[config.mk]
export PLATFORM = sky130hd
export DESIGN_NAME = unit_pkt_tx
export DESIGN_NICKNAME = d
export VERILOG_FILES = /design/src/rtl/unit_pkt_tx.sv
export SDC_FILE = /design/constraint.sdc
export NUM_CORES = 1
export LEC_CHECK = 0
export ABC_AREA = 1
export CAP_MARGIN = 20
export CORE_AREA = 2 2 303 305
export CTS_CLUSTER_SIZE = 14
export DETAILED_ROUTE_END_ITERATION = 6
export DIE_AREA = 0 0 305 307
export PLACE_DENSITY = 0.69
export SKIP_CTS_REPAIR_TIMING = 1
export SYNTH_ARGS = -nofsm -noshare
export SYNTH_HDL_FRONTEND = slang
export SYNTH_SLANG_ARGS = --single-unit
[constraint.sdc]
create_clock -name CLK -period 46.8 [get_ports CLK]
set_input_delay 9.36 -clock CLK [delete_from_list [all_inputs] [get_ports CLK]]
set_output_delay 9.36 -clock CLK [all_outputs]
set_load 0.1 [all_outputs]
[src/rtl/unit_pkt_tx.sv]
// Serializes one job descriptor into the unit byte stream (header, fields, key, trailer) or a single init word.
// Latency: each byte is registered one cycle after unit_out_afull is seen low; afull holds the byte index so the byte is retried.
// Backpressure: in_ready only in IDLE; UNIT_PKT_TX_FIXED_KEY_EN pads the key field to MAX_KEY_LEN bytes.
module unit_pkt_tx #(
  parameter int MAX_KEY_LEN = 64,
  parameter int SALT_BYTES  = 16
) (
  input  logic                     CLK,
  input  logic                     RST,
  input  logic                     in_valid,
  output logic                     in_ready,
  input  logic                     in_type,
  input  logic [4:0]               init_data,
  input  logic [31:0]              cnt,
  input  logic [7:0]               salt_len,
  input  logic [SALT_BYTES*8-1:0]  salt,
  input  logic [63:0]              ids,
  input  logic [7:0]               key_len,
  input  logic [MAX_KEY_LEN*8-1:0] key,
  output logic [7:0]               unit_out,
  output logic                     unit_out_ctrl,
  output logic                     unit_out_wr_en,
  input  logic                     unit_out_afull,
  input  logic                     unit_ready,
  output logic                     idle,
  output logic                     err_key_len
);

  localparam int         KIW    = $clog2(MAX_KEY_LEN);
  localparam int         SIW    = $clog2(SALT_BYTES);
  localparam logic [7:0] MAX_KL = 8'(MAX_KEY_LEN);
  localparam logic [7:0] SALT_N = 8'(SALT_BYTES);

  typedef enum logic [3:0] {
    S_IDLE, S_WAIT_RDY, S_HDR, S_CNT, S_SLEN, S_SALT, S_IDS, S_KLEN, S_KEY, S_TRL, S_INIT
  } state_t;

  state_t     state_q, state_d, nxt;
  logic [7:0] idx_q, idx_d, len, byte_d;
  logic       ctrl_d, wr_en_d, emit, accept;

  logic [7:0] cnt_b  [4];
  logic [7:0] salt_b [SALT_BYTES];
  logic [7:0] ids_b  [8];
  logic [7:0] key_b  [MAX_KEY_LEN];
  logic [7:0] salt_len_q, klen_q, kbytes_q;
  logic [4:0] init_q;
  logic [7:0] key_len_c, key_bytes_c;

  assign accept    = (state_q == S_IDLE) && in_valid;
  assign in_ready  = (state_q == S_IDLE);
  assign idle      = (state_q == S_IDLE);
  assign key_len_c = (key_len > MAX_KL) ? MAX_KL : key_len;
`ifdef UNIT_PKT_TX_FIXED_KEY_EN
  assign key_bytes_c = MAX_KL;
`else
  assign key_bytes_c = (key_len_c + 8'd3) & 8'hFC;
`endif

  always_comb begin
    state_d = state_q;
    idx_d   = idx_q;
    nxt     = state_q;
    len     = 8'd1;
    byte_d  = 8'h00;
    ctrl_d  = 1'b0;
    emit    = 1'b0;
    wr_en_d = 1'b0;
    case (state_q)
      S_IDLE:     if (in_valid) state_d = in_type ? S_INIT : S_WAIT_RDY;
      S_WAIT_RDY: if (unit_ready) state_d = S_HDR;
      S_HDR:  begin emit = 1'b1; ctrl_d = 1'b1; nxt = S_CNT; end
      S_CNT:  begin emit = 1'b1; byte_d = cnt_b[idx_q[1:0]]; len = 8'd4; nxt = S_SLEN; end
      S_SLEN: begin
        emit = 1'b1; len = 8'd4; nxt = S_SALT;
        byte_d = (idx_q == 8'd0) ? salt_len_q : 8'h00;
      end
      S_SALT: begin emit = 1'b1; byte_d = salt_b[idx_q[SIW-1:0]]; len = SALT_N; nxt = S_IDS; end
      S_IDS:  begin emit = 1'b1; byte_d = ids_b[idx_q[2:0]]; len = 8'd8; nxt = S_KLEN; end
      S_KLEN: begin
        emit = 1'b1; len = 8'd8;
        byte_d = (idx_q == 8'd0) ? klen_q : 8'h00;
        nxt = (kbytes_q == 8'd0) ? S_TRL : S_KEY;
      end
      // Padding beyond the clamped key length goes out as zeros.
      S_KEY: begin
        emit = 1'b1; len = kbytes_q; nxt = S_TRL;
        byte_d = (idx_q < klen_q) ? key_b[idx_q[KIW-1:0]] : 8'h00;
      end
      S_TRL:  begin emit = 1'b1; ctrl_d = 1'b1; nxt = S_IDLE; end
      S_INIT: begin emit = 1'b1; ctrl_d = 1'b1; byte_d = {init_q, 3'b001}; nxt = S_IDLE; end
      default: state_d = S_IDLE;
    endcase
    if (emit && !unit_out_afull) begin
      wr_en_d = 1'b1;
      if (idx_q == len - 8'd1) begin
        idx_d   = 8'd0;
        state_d = nxt;
      end else begin
        idx_d = idx_q + 8'd1;
      end
    end
  end

  always_ff @(posedge CLK) begin
    if (RST) begin
      state_q        <= S_IDLE;
      idx_q          <= 8'd0;
      unit_out       <= 8'h00;
      unit_out_ctrl  <= 1'b0;
      unit_out_wr_en <= 1'b0;
      err_key_len    <= 1'b0;
    end else begin
      state_q        <= state_d;
      idx_q          <= idx_d;
      unit_out_wr_en <= wr_en_d;
      unit_out_ctrl  <= wr_en_d & ctrl_d;
      if (wr_en_d) unit_out <= byte_d;
      if (accept && (key_len > MAX_KL)) err_key_len <= 1'b1;
    end
  end

  // Descriptor capture; contents are only consumed after acceptance.
  always_ff @(posedge CLK) begin
    if (accept) begin
      salt_len_q <= salt_len;
      klen_q     <= key_len_c;
      kbytes_q   <= key_bytes_c;
      init_q     <= init_data;
      for (int i = 0; i < 4; i++)           cnt_b[i]  <= cnt[8*i +: 8];
      for (int i = 0; i < SALT_BYTES; i++)  salt_b[i] <= salt[8*i +: 8];
      for (int i = 0; i < 8; i++)           ids_b[i]  <= ids[8*i +: 8];
      for (int i = 0; i < MAX_KEY_LEN; i++) key_b[i]  <= key[8*i +: 8];
    end
  end

endmodule

* Word-level counts from Yosys, hierarchy flattened
Memories as Yosys holds them, arrays and structs flattened. A register that Yosys moved wholly into a read port is not among the register bits.
Cells that the tools add are included.
** Word-level totals
- Bits of input ports :: 763
- Output and inout port bits :: 13
- RAM bits :: 736
- Memories kept :: 4
- Word-level logic and storage cells :: 72
- Bits in registers :: 50
** Memories
- key_b :: words 64, bits a word 8, rd ports 1, clocked after Yosys merged registers in 1, write ports 64, RTL line 45 : logic [7:0] key_b [MAX_KEY_LEN];
- salt_b :: words 16, bits a word 8, rd ports 1, clocked after Yosys merged registers in 1, write ports 16, RTL line 43 : logic [7:0] salt_b [SALT_BYTES];
- ids_b :: words 8, bits a word 8, rd ports 1, clocked after Yosys merged registers in 1, write ports 8, RTL line 44 : logic [7:0] ids_b [8];
- cnt_b :: words 4, bits a word 8, rd ports 1, clocked after Yosys merged registers in 1, write ports 4, RTL line 42 : logic [7:0] cnt_b [4];
** Cells by class
- Magnitude comparators :: 2
- Reductions and logical operators :: 12
- Bitwise gates (word level) :: 1
- Multiplexer cells :: 28
- $add $sub $neg :: 3
- Equality and inequality tests :: 12
** Operator list (number)
- case mux 8 bit (7 select lines) :: 1
- two-way mux 8 bit :: 5
- case mux 4 bit (8 select lines) :: 1
- case mux 8 bit (4 select lines) :: 1
- two-way mux 4 bit :: 7
- equality test 4 x 3 -> 1 bit, second input constant :: 4
- zero test 8 bit :: 2
- equality test 4 bit, second input constant :: 3
- two-way mux 6 bit :: 2
- case mux 4 bit (3 select lines) :: 1
- != test 10 x 3 -> 1 bit, second input constant :: 1
- OR reduction 9 bit :: 1
- adder 8 x 1 -> 8 bit, second input constant :: 1
- adder 8 x 2 -> 8 bit, second input constant :: 1
- equality test 4 x 2 -> 1 bit, second input constant :: 2
- equality test 8 bit :: 1
- greater-than comparator 8 x 7 -> 1 bit, second input constant :: 1
- < comparator 8 bit :: 1
- subtractor 8 x 1 -> 8 bit, second input constant :: 1
- two-way mux 1 bit :: 6
- two-way mux 3 bit :: 2
- OR reduction 2 bit :: 3
- equality test 4 x 1 -> 1 bit, second input constant :: 1
- zero test 4 bit :: 1
- other kinds (5) :: 8

* Longest topological paths before layout
- Depth in word-level cells :: 8
- Depth in mapped cells :: 16
- Gate-level depth less buffers :: 15

* Worst setup path after synthesis
No wires, ideal clock.
- Path kind :: in2reg
- Start point :: input in_valid
- End point :: register state_q[1]
- Data arrival time :: 28127 ps
- Stages on the path :: 5
- Path buffers :: 0
- Data required time :: 46730 ps
- Setup time :: 70 ps
- Slack :: 18603 ps
- Cells stage by stage :: and3_1 > nand2_1 > o211ai_1 > nand2_1 > a21oi_1
** Between the ends
- Word-level cells in the longest chain between the ends :: 4
** Ends and longest elaborated chain
- start, declared :: RTL line 10 : input logic in_valid,
- two-way mux 4 bit (*) :: RTL line 70 : S_IDLE: if (in_valid) state_d = in_type ? S_INIT : S_WAIT_RDY;
- case mux 4 bit (3 select lines) (*) :: RTL line 69 : case (state_q)
- two-way mux 4 bit :: RTL line 96 : if (idx_q == len - 8'd1) begin
- two-way mux 4 bit (*) :: RTL line 94 : if (emit && !unit_out_afull) begin
- end signal, assigned :: RTL line 114 : state_q <= state_d;
- end, declared :: RTL line 38 : state_t state_q, state_d, nxt;
Mark *: on every way between the ends. The rest lies on a longest branch, timed or not.
A chain may end at the register's enable or synchronous reset.

==> metrics.cfg <==
[synthesis]
synth-xor-area-share_pct = 0.164
synth_compound_area_share_pct = 3.56
synth.distinct_cells = 38
yosys-mux-area-fraction_pct = 0
ys_seq_area_share_pct = 73.2
ys_async_sr_fraction_pct = 0
synthCells = 2699
synthAdderAreaFrac_pct = 0.351
yosysWarnings = 0
syn_area_per_cell_um2 = 11.9
ys.flop_type = edfxtp_1
ys_ff_latch = 792
synth-edff-count = 763
synth-simple-area-share_pct = 19.8
synth_top_family_by_area = simple AND/OR/NAND/NOR gates
synth.cell_area_mm2 = 0.0321

[layout]
fin_nets = 4208
synthToLayoutAreaGrowth_pct = 36.4
mostFrequentLayoutCells = 775 x clkdlybuf4s50_1, 763 x edfxtp_1, 718 x nand2_1
final_cells = 4733
drive_gt1_share_pct = 5.39
finish.instance_area_mm2 = 0.0438
final_util_pct = 48.3
final_common_cell = clkdlybuf4s50_1

[detailed_routing]
drtIter0Drc = 3212
drc = 0
drt-vias-per-instance = 5.14
post_drt_wl_per_cell_um = 24.0
totalWireLength_um = 114000
ant_nets = 0
vias = 24300
firstDrtPassIters = 6

[clocking]
numCtsBuffers = 87
htree_levels = 3
path_clk_slew_ns = 0.06
cts_tree = done
clock_path_buffers = 3
root_buffer = clkbuf_16
clock_latency_ns = 0.67
clock_sinks = 792

[worst_setup_path]
worstSetupStartpointType = input pin
endpoint_kind = flip-flop
critPathSlowestCell = buf_4
crit_arrival_ns = 13.91
crit_family = buffers and inverters
cp_cell_sequence = clkdlybuf4s50_1 > and3_4 > buf_4 > buf_4 > buf_4 > buf_4 > buf_12
worstPathRequired_ns = 47.14
critPathMaxStageDelay_ns = 0.86
rr_startpoint = state_q[2]
crit_fanout = 76
worstSetupPathType = in -> reg
cp_common_cell = buf_4
r2r_slack_ns = 41.68
crit_buf_inv = 6
r2r-end = key_b[45][4]
r2r.worst_path.cells = 7

[global_routing]
grt_pass1_vias = 23100
antenna_found_initial = 55
grt_pass1_wl_um = 158000
grt_usage_pct = 23.4
grt_max_degree = 183
gr-total-overflow = 0

[power_and_ir_drop]
power_frac_clock_pct = 25.4
switching_share_pct = 34.9
switchingPower_uw = 912
ir_drop_mv = 0.0450
p_per_area_mw_per_mm2 = 59.8
p_comb_share_pct = 29.2
power_frac_seq_pct = 45.4
leakagePower_nw = 15.7
power_mw = 2.62
intPower_mw = 1.70

[timing]
setup_violations = 0
period_minus_slack_ns = 13.57
tns_ns = 0
rsz0062_at_grt = no
fmax_mhz = 73.7
relSlewSlack_pct = 29.8
hold_violations = 0
min_period_over_period_pct = 29.0
drv_slew = 0
hold_slack_ns = 0.459
clock_skew_ns = 0.0247
worst_pin_slew_ns = 1.05
final.setup.worst_slack_ns = 33.23

[hold_path]
hp-class = reg -> reg
min_from = err_key_len
holdPathEnd = err_key_len
holdPathStages = 2

[floorplanning]
die_y_um = 307
initial_utilization_pct = 35.4
ios = 776
rows = 111
coreArea_mm2 = 0.0907
dieArea_mm2 = 0.0936
die_w_um = 305

[flow_run]
cap_viol_max_count = 0

[placed_design]
hpwl_um = 79700
place_inst = 4530
place_congestion = 0.865
port_buffers = 775
place_area_mm2 = 0.0409
place_ws_ns = 31.91

[status]
status = complete, no violations

[how the worst max path moves through the flow]
stage / startpoint / to / slack [ns] / depth (start not counted)
after floorplan: in_valid / state_q[1] / 18.60 / 5
after global placement: in_valid / key_b[4][0] / 32.04 / 6
after detailed placement: in_valid / key_b[7][0] / 31.91 / 6
after CTS: in_valid / key_b[35][7] / 32.62 / 6
after global routing: in_valid / key_b[26][7] / 32.93 / 7
final: in_valid / key_b[45][4] / 33.23 / 7
[worst reg2reg max path, stage by stage (launching register included)]
cell and delay (ns):
dfxtp_1 0.38, nor2_1 0.28, and3_4 0.84, buf_4 0.60, buf_4 0.78, buf_4 0.90, buf_4 0.68, buf_12 0.34
[Yosys cell counts (2+ instances only)]
library cell	instances	share of area (%)
o21ai_0	110	1.7
clkbuf_1	58	0.68
nand3_2	3	0.094
buf_4	5	0.12
nor2_4	3	0.11
xor2_1	5	0.14
buf_1	22	0.26
a31oi_1	2	0.039
o211ai_1	41	0.96
a21oi_1	30	0.47
nor2_1	182	2.1
inv_1	48	0.56
o221ai_1	5	0.14
nand4_1	7	0.14
ha_1	9	0.35
nand2_2	6	0.12
nor2_2	7	0.14
edfxtp_1	763	71
clkinv_1	2	0.023
nor4_1	3	0.059
nor3_1	4	0.062
inv_2	11	0.13
buf_2	73	1.1
nand2_1	718	8.4
nand3_1	533	8.3
dfxtp_1	29	1.8
o21ai_1	2	0.031
o22ai_1	8	0.16
[per-layer routing]
layer	vias up	wire, um	global-route usage (%)
met3	218	10500	5.51
met5	-	166	0
met1	11700	43700	29.8
met2	1301	55200	38.1
li1	11100	-	-
met4	24	3980	10.3
[cell type report]
| cell class | count | area, um^2 |
|---|---|---|
| Clock inverter | 44 | 430 |
| Sequential cell | 792 | 23500 |
| Antenna cell | 42 | 105 |
| Timing Repair Buffer | 805 | 8060 |
| Fill cell | 8077 | 46900 |
| Tap cell | 1186 | 1480 |
| Clock buffer | 114 | 2280 |
| Multi-Input combinational cell | 1689 | 7660 |
| Inverter | 61 | 244 |
[flip-flops by register name, indices dropped and copies added, names as in the netlist, 6 cells and up, named ones only]
name        count
salt_b        128
salt_len_q      8
klen_q          8
unit_out        8
cnt_b          32
ids_b          64
kbytes_q        6
idx_q           8
key_b         512
[kinds of logic (layout without fill, tap and decap cells)]
kind of cell	count (synthesis)	in the layout
AND/OR/NAND/NOR	1472	1472
flip-flops	792	792
adder cells (fa/ha/maj)	9	9
XOR/XNOR	6	6
AO/OA/AOI/OAI	200	200
buffers and inverters	219	1024
other	1	44
[power groups by stage]
stage | sequential [mW] | combinational, mW | clock, mW
floorplan | 1.46 | 0.470 | 0
finish | 1.19 | 0.764 | 0.663
detailed placement | 1.20 | 0.750 | 0
global route | 1.21 | 0.835 | 0.702
global placement | 1.20 | 0.738 | 0
CTS | 1.19 | 0.754 | 0.672
Note: power is estimated with default switching activity, not from simulation.
